**src/rtl/mux32_4x1_arbiter_pkg.sv**
```systemverilog
// Shared definitions for the round-robin 4-requester 32-bit bus arbiter.
package mux32_4x1_arbiter_pkg;

    localparam int REQ_W  = 4;
    localparam int SEL_W  = 2;
    localparam int DATA_W = 32;

    typedef enum logic {
        IDLE  = 1'b0,
        GRANT = 1'b1
    } state_t;

    typedef struct packed {
        logic             found;
        logic [SEL_W-1:0] idx;
    } pick_t;

    // Rotating priority encoder: first set bit of req at or after start, wrapping 3->0.
    // The loop runs from the farthest offset down so the nearest candidate is written last and wins.
    function automatic pick_t rr_pick(input logic [REQ_W-1:0] req, input logic [SEL_W-1:0] start);
        pick_t            res;
        logic [SEL_W-1:0] cand;
        res.found = 1'b0;
        res.idx   = start;
        for (int k = REQ_W - 1; k >= 0; k--) begin
            cand = start + SEL_W'(k);
            if (req[cand]) begin
                res.found = 1'b1;
                res.idx   = cand;
            end
        end
        return res;
    endfunction

    function automatic logic [REQ_W-1:0] onehot(input logic [SEL_W-1:0] idx);
        logic [REQ_W-1:0] v;
        v      = '0;
        v[idx] = 1'b1;
        return v;
    endfunction

endpackage

```
**src/rtl/mux32_4x1_arbiter_mux.sv**
```systemverilog
// Plain 32-bit 4-to-1 datapath multiplexer shared by the four bus masters.
module mux32_4x1_arbiter_mux
    import mux32_4x1_arbiter_pkg::*;
(
    input  logic [SEL_W-1:0]  sel,
    input  logic [DATA_W-1:0] in0,
    input  logic [DATA_W-1:0] in1,
    input  logic [DATA_W-1:0] in2,
    input  logic [DATA_W-1:0] in3,
    output logic [DATA_W-1:0] out
);

    // Select one requester's word; purely combinational.
    always_comb begin
        out = in0;
        case (sel)
            2'd0:    out = in0;
            2'd1:    out = in1;
            2'd2:    out = in2;
            default: out = in3;
        endcase
    end

endmodule

```
**src/rtl/mux32_4x1_arbiter.sv**
```systemverilog
// Round-robin arbiter owning one shared 32-bit 4:1 mux, with a hold limit that
// keeps a long-running owner from starving other requesters.
module mux32_4x1_arbiter
    import mux32_4x1_arbiter_pkg::*;
#(
    parameter int MAX_HOLD = 8,
    parameter int CNT_W    = 4
) (
    input  logic              CLK,
    input  logic              RST,
    input  logic [REQ_W-1:0]  REQ,
    input  logic [DATA_W-1:0] I0,
    input  logic [DATA_W-1:0] I1,
    input  logic [DATA_W-1:0] I2,
    input  logic [DATA_W-1:0] I3,
    output logic [REQ_W-1:0]  GNT,
    output logic [SEL_W-1:0]  S,
    output logic [DATA_W-1:0] Y,
    output logic              VALID
);

    localparam logic [CNT_W-1:0] HOLD_LAST = CNT_W'(MAX_HOLD - 1);
    localparam logic [CNT_W-1:0] CNT_SAT   = '1;

    state_t             state_q, state_d;
    logic [REQ_W-1:0]   gnt_q, gnt_d;
    logic [SEL_W-1:0]   s_q, s_d;
    logic [SEL_W-1:0]   ptr_q, ptr_d;
    logic [CNT_W-1:0]   cnt_q, cnt_d;
    logic [DATA_W-1:0]  y_q, y_d;
    logic               valid_q, valid_d;

    logic [DATA_W-1:0]  mux_y;
    pick_t              pick_ptr;
    pick_t              pick_other;
    logic               owner_req;

    // The mux select is the registered S, so the word captured is the owner's current input.
    mux32_4x1_arbiter_mux u_mux (
        .sel (s_q),
        .in0 (I0),
        .in1 (I1),
        .in2 (I2),
        .in3 (I3),
        .out (mux_y)
    );

    // Candidate winners: normal rotation from the pointer, and the timeout hand-off
    // which searches only the other requesters starting just after the owner.
    assign pick_ptr   = rr_pick(REQ, ptr_q);
    assign pick_other = rr_pick(REQ & ~onehot(s_q), s_q + 2'd1);
    assign owner_req  = REQ[s_q];

    // Next-state, grant, hold counter and data capture for one clock.
    always_comb begin
        state_d = state_q;
        gnt_d   = gnt_q;
        s_d     = s_q;
        ptr_d   = ptr_q;
        cnt_d   = cnt_q;
        y_d     = y_q;
        valid_d = 1'b0;
        case (state_q)
            IDLE: begin
                if (pick_ptr.found) begin
                    state_d = GRANT;
                    gnt_d   = onehot(pick_ptr.idx);
                    s_d     = pick_ptr.idx;
                    ptr_d   = pick_ptr.idx + 2'd1;
                    cnt_d   = '0;
                end
            end
            GRANT: begin
                if (owner_req) begin
                    y_d     = mux_y;
                    valid_d = 1'b1;
                end
                if (!owner_req) begin
                    if (pick_ptr.found) begin
                        gnt_d = onehot(pick_ptr.idx);
                        s_d   = pick_ptr.idx;
                        ptr_d = pick_ptr.idx + 2'd1;
                        cnt_d = '0;
                    end else begin
                        state_d = IDLE;
                        gnt_d   = '0;
                        cnt_d   = '0;
                    end
                end else if (cnt_q == HOLD_LAST) begin
                    cnt_d = '0;
                    if (pick_other.found) begin
                        gnt_d = onehot(pick_other.idx);
                        s_d   = pick_other.idx;
                        ptr_d = pick_other.idx + 2'd1;
                    end
                end else if (cnt_q != CNT_SAT) begin
                    cnt_d = cnt_q + 1'b1;
                end
            end
            default: begin
                state_d = IDLE;
                gnt_d   = '0;
            end
        endcase
    end

    // State register; reset wins over every other input, even mid-grant.
    always_ff @(posedge CLK) begin
        if (RST) begin
            state_q <= IDLE;
            gnt_q   <= '0;
            s_q     <= '0;
            ptr_q   <= '0;
            cnt_q   <= '0;
            y_q     <= '0;
            valid_q <= 1'b0;
        end else begin
            state_q <= state_d;
            gnt_q   <= gnt_d;
            s_q     <= s_d;
            ptr_q   <= ptr_d;
            cnt_q   <= cnt_d;
            y_q     <= y_d;
            valid_q <= valid_d;
        end
    end

    assign GNT   = gnt_q;
    assign S     = s_q;
    assign Y     = y_q;
    assign VALID = valid_q;

endmodule
```
**config.mk**
```make
export PLATFORM = sky130hd
export DESIGN_NAME = mux32_4x1_arbiter
export DESIGN_NICKNAME = d
export VERILOG_FILES = /design/src/rtl/mux32_4x1_arbiter_pkg.sv /design/src/rtl/mux32_4x1_arbiter_mux.sv /design/src/rtl/mux32_4x1_arbiter.sv
export SDC_FILE = /design/constraint.sdc
export NUM_CORES = 1
export LEC_CHECK = 0
export ABC_AREA = 1
export BUFFER_PORTS_ARGS = -buffer_cell sky130_fd_sc_hd__buf_2
export CORE_ASPECT_RATIO = 0.6
export CORE_MARGIN = 4
export CORE_UTILIZATION = 47
export DETAILED_ROUTE_END_ITERATION = 8
export PLACE_DENSITY_LB_ADDON = 0.08
export SLEW_MARGIN = 40
export SYNTH_ARGS = -nofsm -noshare
export SYNTH_HDL_FRONTEND = slang
export SYNTH_HIERARCHICAL = 1
export SYNTH_SLANG_ARGS = --single-unit
```
**constraint.sdc**
```tcl
create_clock -name CLK -period 3.3 [get_ports CLK]
set_input_delay 0.33 -clock CLK [delete_from_list [all_inputs] [get_ports CLK]]
set_output_delay 0.33 -clock CLK [all_outputs]
set_load 0.03 [all_outputs]
```
# Word level (Yosys, flattened, before mapping)
# Cells that the tools add are included.
# op_classes
add_sub_neg	10
n_lt_le_gt_ge	14
eq_ne	8
mux	58
bitwise	3
reduce_logical	9
# op_table
op	n
32-bit case mux with 3 select lines	1
4-bit two-way mux	9
2-bit by 3-bit less-than comparator with 1-bit output (second input constant)	11
3-bit two-way mux	8
1-bit binary-select mux with 2-bit select	9
2-bit two-way mux	8
4-bit case mux with 2 select lines	2
1-bit two-way mux	15
2-bit by 1-bit adder with 2-bit output (second input constant)	5
2-bit adder (second input constant)	4
2-bit case mux with 2 select lines	2
1-bit demux with 2-bit select	3
2-bit by 1-bit greater-or-equal comparator with 1-bit output (second input constant)	3
2-bit AND reduction	3
4-bit by 1-bit adder with 4-bit output (second input constant)	1
4-bit bitwise AND	1
4-bit by 3-bit equality test with 1-bit output (second input constant)	1
4-bit by 2-bit != test with 1-bit output (second input constant)	1
4-bit != test (second input constant)	1
4-bit inverter	1
1-bit logical AND	3
3-bit by 2-bit != test with 1-bit output (second input constant)	1
3-bit != test (second input constant)	1
3-bit AND reduction	1
7 further kinds	7
# word_totals
reg_bits	46
inputBits	134
out_inout_bits	39
wordCells	109

# Depth between registers and ports, before layout
# Gate-level depths: netlist of the first run.
# depth
ltp_word	20
depth_mapped	17
depth_no_buf	16

# Modules after synthesis
# Netlist of the first run, hierarchy kept.
# modules_own_cells
module	instances	cells_each	area_each_um2	seq_area_each_um2
mux32_4x1_arbiter	1	365	2472.4	920.9
mux32_4x1_arbiter_mux	1	186	1078.5	0.0

# Worst setup path after synthesis of the first run
# Ideal clock, no wire load.
# synth_timing
path_kind	register -> register
start	reg s_q[0] (netlist: S[0])
end	reg ptr_q[1]
setup_time_ns	0.070
t_arrival_ns	2.558
t_required_ns	3.230
slack_ns	0.672
path_stages_with_launch	16
n_path_buf	2
synth_period_minus_slack_ns	2.628
cell_sequence	dfxtp_1 buf_6 inv_6 ha_1 clkbuf_2 xnor2_1 nand2_1 nand2_1 o21bai_1 nand2_1 nand2_1 nand2_1 ha_1 a21oi_1 nand2_1 a21oi_1
# synth_between
elab_chain_len	17
elab_cells_between_ends	33
cone_classes	5 x add/sub; 2 x order compare; 2 x eq/ne; 20 x mux; 2 x bitwise; 2 x reduce/logical
# synth_lines
item	line_no	source
start: declaration	mux32_4x1_arbiter.sv:27	logic [SEL_W-1:0] s_q, s_d;
start signal: assignment	mux32_4x1_arbiter.sv:112	s_q <= '0;
start signal: assignment	mux32_4x1_arbiter.sv:120	s_q <= s_d;
2-bit by 3-bit less-than comparator with 1-bit output (not written as such) / 2-bit by 1-bit greater-or-equal comparator with 1-bit output (equally long branches)	mux32_4x1_arbiter_pkg.sv:38	v[idx] = 1'b1;
1-bit logical AND (not written as such)	mux32_4x1_arbiter_pkg.sv:38	
1-bit two-way mux (not written as such)	mux32_4x1_arbiter_pkg.sv:38	
1-bit demux with 2-bit select	mux32_4x1_arbiter_pkg.sv:38	
4-bit inverter	mux32_4x1_arbiter.sv:51	assign pick_other = rr_pick(REQ & ~onehot(s_q), s_q + 2'd1);
4-bit bitwise AND	mux32_4x1_arbiter.sv:51	
1-bit binary-select mux with 2-bit select	mux32_4x1_arbiter_pkg.sv:27	if (req[cand]) begin
1-bit two-way mux (not written as such)	mux32_4x1_arbiter_pkg.sv:27	
3-bit two-way mux (4 in a row)	mux32_4x1_arbiter_pkg.sv:27	
2-bit by 1-bit adder with 2-bit output	mux32_4x1_arbiter.sv:94	ptr_d = pick_other.idx + 2'd1;
2-bit two-way mux	mux32_4x1_arbiter.sv:91	if (pick_other.found) begin
2-bit two-way mux	mux32_4x1_arbiter.sv:89	end else if (cnt_q == HOLD_LAST) begin
2-bit two-way mux	mux32_4x1_arbiter.sv:78	if (!owner_req) begin
2-bit case mux with 2 select lines	mux32_4x1_arbiter.sv:63	case (state_q)
end signal: assignment	mux32_4x1_arbiter.sv:121	ptr_q <= ptr_d;
end: declaration	mux32_4x1_arbiter.sv:28	logic [SEL_W-1:0] ptr_q, ptr_d;
# Several ways; a longest one is shown, not always the timed one. The select of a mux whose other input is x is not followed.
# A chain may end at the register's enable or synchronous reset.

# Worst setup path after layout of the first run
# Same ends and word-level chain as after synthesis.

==> metrics.txt, run 1 <==
routed wire length=roughly 12 mm; max incr delay on CP=about 0.52 ns; first-pass GRT wire length=around 18 mm; die width=between 100 and 150 µm; Post-Syn Nets=about 690; area of the mapped netlist=roughly 3600 µm²; core box area=~7300 µm²; worst r2r dst=ptr_q[1]; fin crit share=0.786; Max Clk Rate=386 MHz; Setup CP Type=reg2reg; final setup fails=0; Worst Path Required=about 3.5 ns; CTS tree=yes; CP cell instances=inv_6 -> ha_1 -> xnor2_1 -> nand2_1 -> nand2_1 -> o21bai_1 -> nand2_1 -> nand2_1 -> nand2_1 -> ha_1 -> a21oi_1 -> nand2_1 -> a21oi_1; CTS HTree Levels=2; worst r2r src=S[0]; Total GRT Usage=0.249; final hold slack=around 0.40 ns; Root Buffer Master=clkbuf_16; Worst Hold Class=in2reg; first-pass iteration count of the detailed router=5; crit end category=flip-flop; Vias=approximately 4400; clk buf depth=2; Final Non-Filler Cells=just over 800; total power per unit cell area=approximately 850 nW/µm²; largest net degree at the start of global routing=53; placed cells=between 700 and 800; nets@finish=842; critical path arrival=around 2.8 ns; CTS buffer count=5; Synth cell types=38; clock insertion delay at the later pin of the skew report=0.28 ns; post-route ant nets=0; power consumption=between 3 and 4 mW; vias in the first global route=between 3000 and 4000; Post-CTS Resized=0; worst setup path start=S[0]; worst-margin pin slew=between 0.6 and 0.7 ns; Rows=24; Seq cells post-synth=46; io pins=between 150 and 200; cell count along the critical path=13; layout cell share with drive strength beyond 1=0.347; startpoint type of the worst setup path=flip-flop; synth-to-layout area growth=25.8%; Clock Sink Count=46; largest cells by area after synthesis=dfxtp_1 (26%), nand2_1 (17%), nand3_1 (15%), a21oi_1 (6.5%), nand4_1 (5.8%); Mapped Cells=551; DP Wirelength=9.05 mm; CP max stage cell=dfxtp_2; Final Max Slew Viols=0; Post-Route Setup TNS=0 ns; ys async rst share=0; Max Cap Viol=0; number of buffers added on ports=~170; count leader, synth=nand2_1; Die Area=9060 µm²; hold buffers post-CTS=0; drt initial violations=just over 400; WL/cell=between 10 and 15 µm; Antenna diodes=0; Overflow after GRT=0; Ys Warns=6; Reg2Reg Depth=13; Setup Buffers After CTS=0; dominant delay contributor by cell family on the critical path=adder cells; crit path max fanout=14; Worst setup endpoint=ptr_q[1]; minimum clock period after layout=2.59 ns; syn_area_per_cell=between 6 and 7 µm²; Final Hold Fails=0; VDD IR max=roughly 360 µV; drt drc=0; vias per cell=around 5.4; sequential-to-total area share from yosys stat=0.259; clk slew on worst S/H paths=roughly 0.060 ns; antenna violations before repair=0; Static Leak=2.23 nW; crit-path most repeated cell=nand2_1; Slew headroom=0.548; Buf/Inv on CP=1; number of flops mapped to enable cells by yosys=0; Initial Util=0.487; status=complete, no violations; FF-to-FF setup slack=between 0.7 and 0.8 ns; Synth top cells by count=nand2_1 (164), nand3_1 (109), a21oi_1 (46), dfxtp_1 (46), nand4_1 (33); Die Span Y=roughly 75 µm; RSZ-0062 raised after global routing=no; placer congestion estimate=a little under 1; biggest area consumer among synthesized cells=dfxtp_1; Layout Skew=0.00447 ns; top_reg_cell synth=dfxtp_1; Synth top area share=0.259
-- tightest hold or removal path, stage by stage --
cell and delay, ns:
buf_2 0.07, nand2_1 0.04, nand4_1 0.06, nand2_1 0.05, a21oi_1 0.10
-- routing by layer --
layer	up-vias	part of all wire	GRT usage
met5	-	0	0
met4	0	0.0084	0.0528
met3	10	0.084	0.0608
met2	186	0.45	0.404
met1	2001	0.46	0.343
li1	2155	-	-
-- flip-flops by register name, indices dropped and copies added, names as in the netlist --
name / cells
Y: 32
GNT: 4
cnt_q: 4
S: 2
ptr_q: 2
VALID: 1
state_q: 1
-- how the worst min path moves through the flow --
stage / start / endpoint / slack, ns / depth (start not counted)
CTS: I0[2] / Y[2] / 0.40 / 5
global route: I0[14] / Y[14] / 0.44 / 5
detailed placement: Y[15] / Y[15] / 0.45 / 2
finish: I0[2] / Y[2] / 0.40 / 5
global placement: Y[18] / Y[18] / 0.45 / 2
floorplan: cnt_q[1] / cnt_q[1] / 0.46 / 2
-- cell usage in the layout (no fill, tap or decap) --
cell type  netlist  final
xor2_2           1      1
nand3_4          1      1
and3_1           1      1
a21oi_1         46     46
nor2_4           2      2
xnor2_1          1      1
nor2_1          18     18
dfxtp_1         46     44
o211a_1          1      1
inv_6            1      1
nand4_1         33     33
ha_1             6      6
nand2_2         14     14
a31oi_1          1      1
nand4_2          1      1
clkbuf_1         4      1
nand2_4          1      1
clkinv_2         0      1
nor3_2           1      1
a21oi_2          1      1
buf_2           14    172
buf_4            8     10
nand3b_1         1      1
dfxtp_2          0      2
o21bai_1         1      1
inv_1           20     20
o21ai_1          3      3
nor2_2           2      2
clkbuf_8         0      1
o21ai_2          2      2
nand3_2         13     13
inv_2           13     13
nand3_1        109    109
nand2_1        164    164
o21ai_0          5      5
nor3_1           3      3
o31ai_1          1      1
clkbuf_16        0      5
-- power breakdown --
part | switching (mW) | total (mW) | internal (mW)
Combinational | 1.74 | 2.50 | 0.765
Clock | 0.208 | 0.509 | 0.301
Sequential | 0.110 | 0.805 | 0.695
Total | 2.05 | 3.82 | 1.76
-- metrics by stage --
stage	cell area [µm²]	setup WS, ns	util
6_report	4470	0.707	0.612
5_1_grt	4470	0.530	0.612
4_1_cts	4470	0.774	0.612
3_5_place_dp	4320	0.815	0.592
3_3_place_gp	4320	0.895	0.592
2_1_floorplan	3550	0.672	-
-- area by class of cell --
cell class | instances | area, µm²
Timing Repair Buffer | 182 | 936
Multi-Input combinational cell | 433 | 2200
Tap cell | 104 | 130
Inverter | 34 | 133
Clock inverter | 1 | 5.00
Fill cell | 715 | 2830
Clock buffer | 7 | 143
Sequential cell | 46 | 923
-- kinds of logic after synthesis --
group,share of synthesized area
and+or+nand+nor,0.498
buffers and inverters,0.122
AOI/OAI and AO/OA,0.0923
DFF,0.259
adders and majority gates,0.0211
xor gates and xnor gates,0.00705
(Power assumes the default switching activity.)
==> run 2, diff against run 1 <==
--- a/config.mk
+++ b/config.mk
@@ -5,11 +5,11 @@
 export SDC_FILE = /design/constraint.sdc
 export NUM_CORES = 1
 export LEC_CHECK = 0
-export ABC_AREA = 1
+export ABC_AREA = 0
 export BUFFER_PORTS_ARGS = -buffer_cell sky130_fd_sc_hd__buf_2
 export CORE_ASPECT_RATIO = 0.6
 export CORE_MARGIN = 4
-export CORE_UTILIZATION = 47
+export CORE_UTILIZATION = 45
 export DETAILED_ROUTE_END_ITERATION = 8
 export PLACE_DENSITY_LB_ADDON = 0.08
 export SLEW_MARGIN = 40
==> constraint.sdc (replaced) <==
create_clock -name CLK -period 2.6 [get_ports CLK]
set_input_delay 0.26 -clock CLK [delete_from_list [all_inputs] [get_ports CLK]]
set_output_delay 0.26 -clock CLK [all_outputs]
set_load 0.03 [all_outputs]
==> run 2 against run 1 <==
Against the previous run: die area down 7.1%; via count decreased by 30%; clock skew up 0.0019 ns; first-iteration DRC count decreased by 69%; fmax grew 8.6%; total power decreased by 18%; largest cell class unchanged; highest routed layer unchanged.
==> metrics.txt, run 2 <==
crit path max fanout=9 (-5); status=complete, no violations; final setup fails=0 (unchanged); WL/cell=15.8 µm (+5.6%); Final Hold Fails=0 (unchanged); total power per unit cell area=753 nW/µm² (-12%); CTS HTree Levels=2 (unchanged); fin crit share=0.919 (+0.133); largest cells by area after synthesis=dfxtp_1 (29%), mux4_2 (23%), nand2_1 (9.1%), a21oi_1 (6.7%), ha_1 (2.4%); drt initial violations=125 (-69%); Mapped Cells=326 (-41%); Multi-input gate area=1990 µm² (-9.2%); Synth top cells by count=nand2_1 (76), dfxtp_1 (46), a21oi_1 (42); sequential-to-total area share from yosys stat=0.294 (+0.0342); clk slew on worst S/H paths=0.06 ns (about the same); Final Non-Filler Cells=575 (-29%); Max Clk Rate=419 MHz (+8.6%); Max Cap Viol=0 (unchanged); drt drc=0 (unchanged); Worst Hold Class=in2reg; mux cell area share after synthesis=0.253 (+0.253); vias per cell=5.30 (-1.7%); count leader, synth=nand2_1; crit end category=flip-flop; Worst setup endpoint=GNT[0]; DP Wirelength=7.19 mm (-21%); area of the mapped netlist=3140 µm² (-12%); minimum clock period after layout=2.39 ns (-0.204 ns); worst-margin pin slew=0.573 ns (-0.103 ns); nets@finish=627 (-26%); Final Max Slew Viols=0 (unchanged); biggest area consumer among synthesized cells=dfxtp_1; register area=923 µm² (unchanged); main combinational cell family by area after synthesis=multiplexers; Ys Warns=6 (unchanged); first-pass iteration count of the detailed router=4 (-1); syn_area_per_cell=9.62 µm² (+49%); Worst Path Required=2.74 ns (-0.77 ns); crit path setup slack, layout=0.211 ns (-0.496 ns); Clock Sink Count=46 (unchanged); placer congestion estimate=0.841 (-14%); Rows=23 (-4.2%); hold buffers post-CTS=0 (unchanged); fraction of the mapped netlist area in simple logic gates=0.178 (-0.320); clk buf depth=2 (unchanged); Static Leak=1.86 nW (-16%); Initial Util=0.466 (-0.0208); core box area=6730 µm² (-7.7%); Post-CTS Resized=0 (unchanged); RSZ-0062 raised after global routing=no; leading cell types in the layout, fill and taps excluded=buf_2 (172), nand2_1 (76), dfxtp_1 (44), a21oi_1 (42), mux4_2 (32); first-pass GRT wire length=14.1 mm (-23%); largest net degree at the start of global routing=46 (-13%); Die Span Y=72.7 µm (-3.5%); Synth top area share=0.294 (+0.0342); FF-to-FF setup slack=0.21 ns (-0.50 ns); final hold slack=0.444 ns (+0.0399 ns); Post-Syn Nets=466 (-33%); Setup CP Type=reg2reg; placed cells=567 (-29%); Total GRT Usage=0.209 (-0.0401); Seq cells post-synth=46 (unchanged); adder-cell area share of the yosys netlist=0.0239 (+0.00279); io pins=173 (unchanged); worst r2r dst=GNT[0]; ys async rst share=0 (unchanged); commonest non-fill, non-tap cell in the layout=buf_2; Reg2Reg Depth=7 (-6); die width=116 µm (-3.7%); layout cell share with drive strength beyond 1=0.486 (+0.139); Fillers=604 (-16%); worst r2r src=S[0]; CTS tree=yes; critical path arrival=2.53 ns (-0.28 ns); Slew headroom=0.618 (+0.0694); Vias=3049 (-30%); antenna violations before repair=0 (unchanged); worst setup path start=S[0]; Layout Skew=0.00639 ns (+0.00192 ns); synth-to-layout area growth=32.1%; routed wire length=9.11 mm (-25%); Place WS=0.198 ns (-0.617 ns); post-route ant nets=0 (unchanged); Setup Buffers After CTS=0 (unchanged); Synth Area in Compound Gates=0.181 (+0.0884); Synth cell types=52 (+37%); design area=4140 µm² (-7.2%); max reg flops=32 (unchanged); fin util=0.615 (+0.00342); top_reg_cell synth=dfxtp_1; Antenna diodes=0 (unchanged); Overflow after GRT=0 (unchanged); clock insertion delay at the later pin of the skew report=0.28 ns (about the same); power consumption=3.12 mW (-18%); VDD IR max=388 µV (+8.1%); number of buffers added on ports=172 (unchanged); CTS buffer count=5 (unchanged); startpoint type of the worst setup path=flip-flop; Die Area=8410 µm² (-7.1%); Placement Cell Area=3980 µm² (-7.8%); Root Buffer Master=clkbuf_16; Post-Route Setup TNS=0 ns (unchanged); vias in the first global route=3001 (-22%); number of flops mapped to enable cells by yosys=0 (unchanged); xor-xnor portion of the synthesized cell area=0 (-0.00705)
==> run 2: metal layers <==
metal	global-route usage	wire, µm	up-vias
met3	0.0447	796	2
li1	-	-	1519
met5	0	0	-
met4	0.0322	23	0
met2	0.356	4270	129
met1	0.281	4010	1399
==> run 2: worst min-delay path by stage <==
stage                 from  endpoint  slack, ns  cells after the start
floorplan           REQ[1]   state_q       0.44                      2
global placement      Y[2]      Y[2]       0.44                      2
detailed placement   Y[18]     Y[18]       0.44                      2
CTS                 I3[30]     Y[30]       0.43                      4
global route        I3[30]     Y[30]       0.45                      4
finish              I3[30]     Y[30]       0.44                      4
==> run 2: power by group <==
part | total [mW] | switching, mW | internal (mW)
Clock | 0.701 | 0.247 | 0.454
Sequential | 0.892 | 0.0745 | 0.818
Combinational | 1.53 | 0.848 | 0.680
Total | 3.12 | 1.17 | 1.95
==> run 2: area by class of cell <==
class / count / area share
clock inverter: 1 / 0.00725
tap: 87 / 0.0263
clock buffer: 7 / 0.0320
multi-input combinational: 245 / 0.481
inverter: 9 / 0.00815
timing repair buffer: 180 / 0.222
sequential: 46 / 0.223
==> run 2: cell families (layout without fill, tap and decap cells) <==
logic type                 after synthesis  in the layout
DFF                                     46             46
and+or+nand+nor                        121            121
adders and majority gates                6              6
AOI/OAI and AO/OA                       82             82
muxes                                   36             36
buffers and inverters                   35            197
==> run 2: critical path, stage by stage, from the launching register on <==
cell and delay (ns):
dfxtp_2 0.39, inv_1 0.12, ha_1 0.50, mux4_2 0.59, o2bb2ai_2 0.18, a21oi_4 0.08
a311oi_1 0.29, a211oi_1 0.08
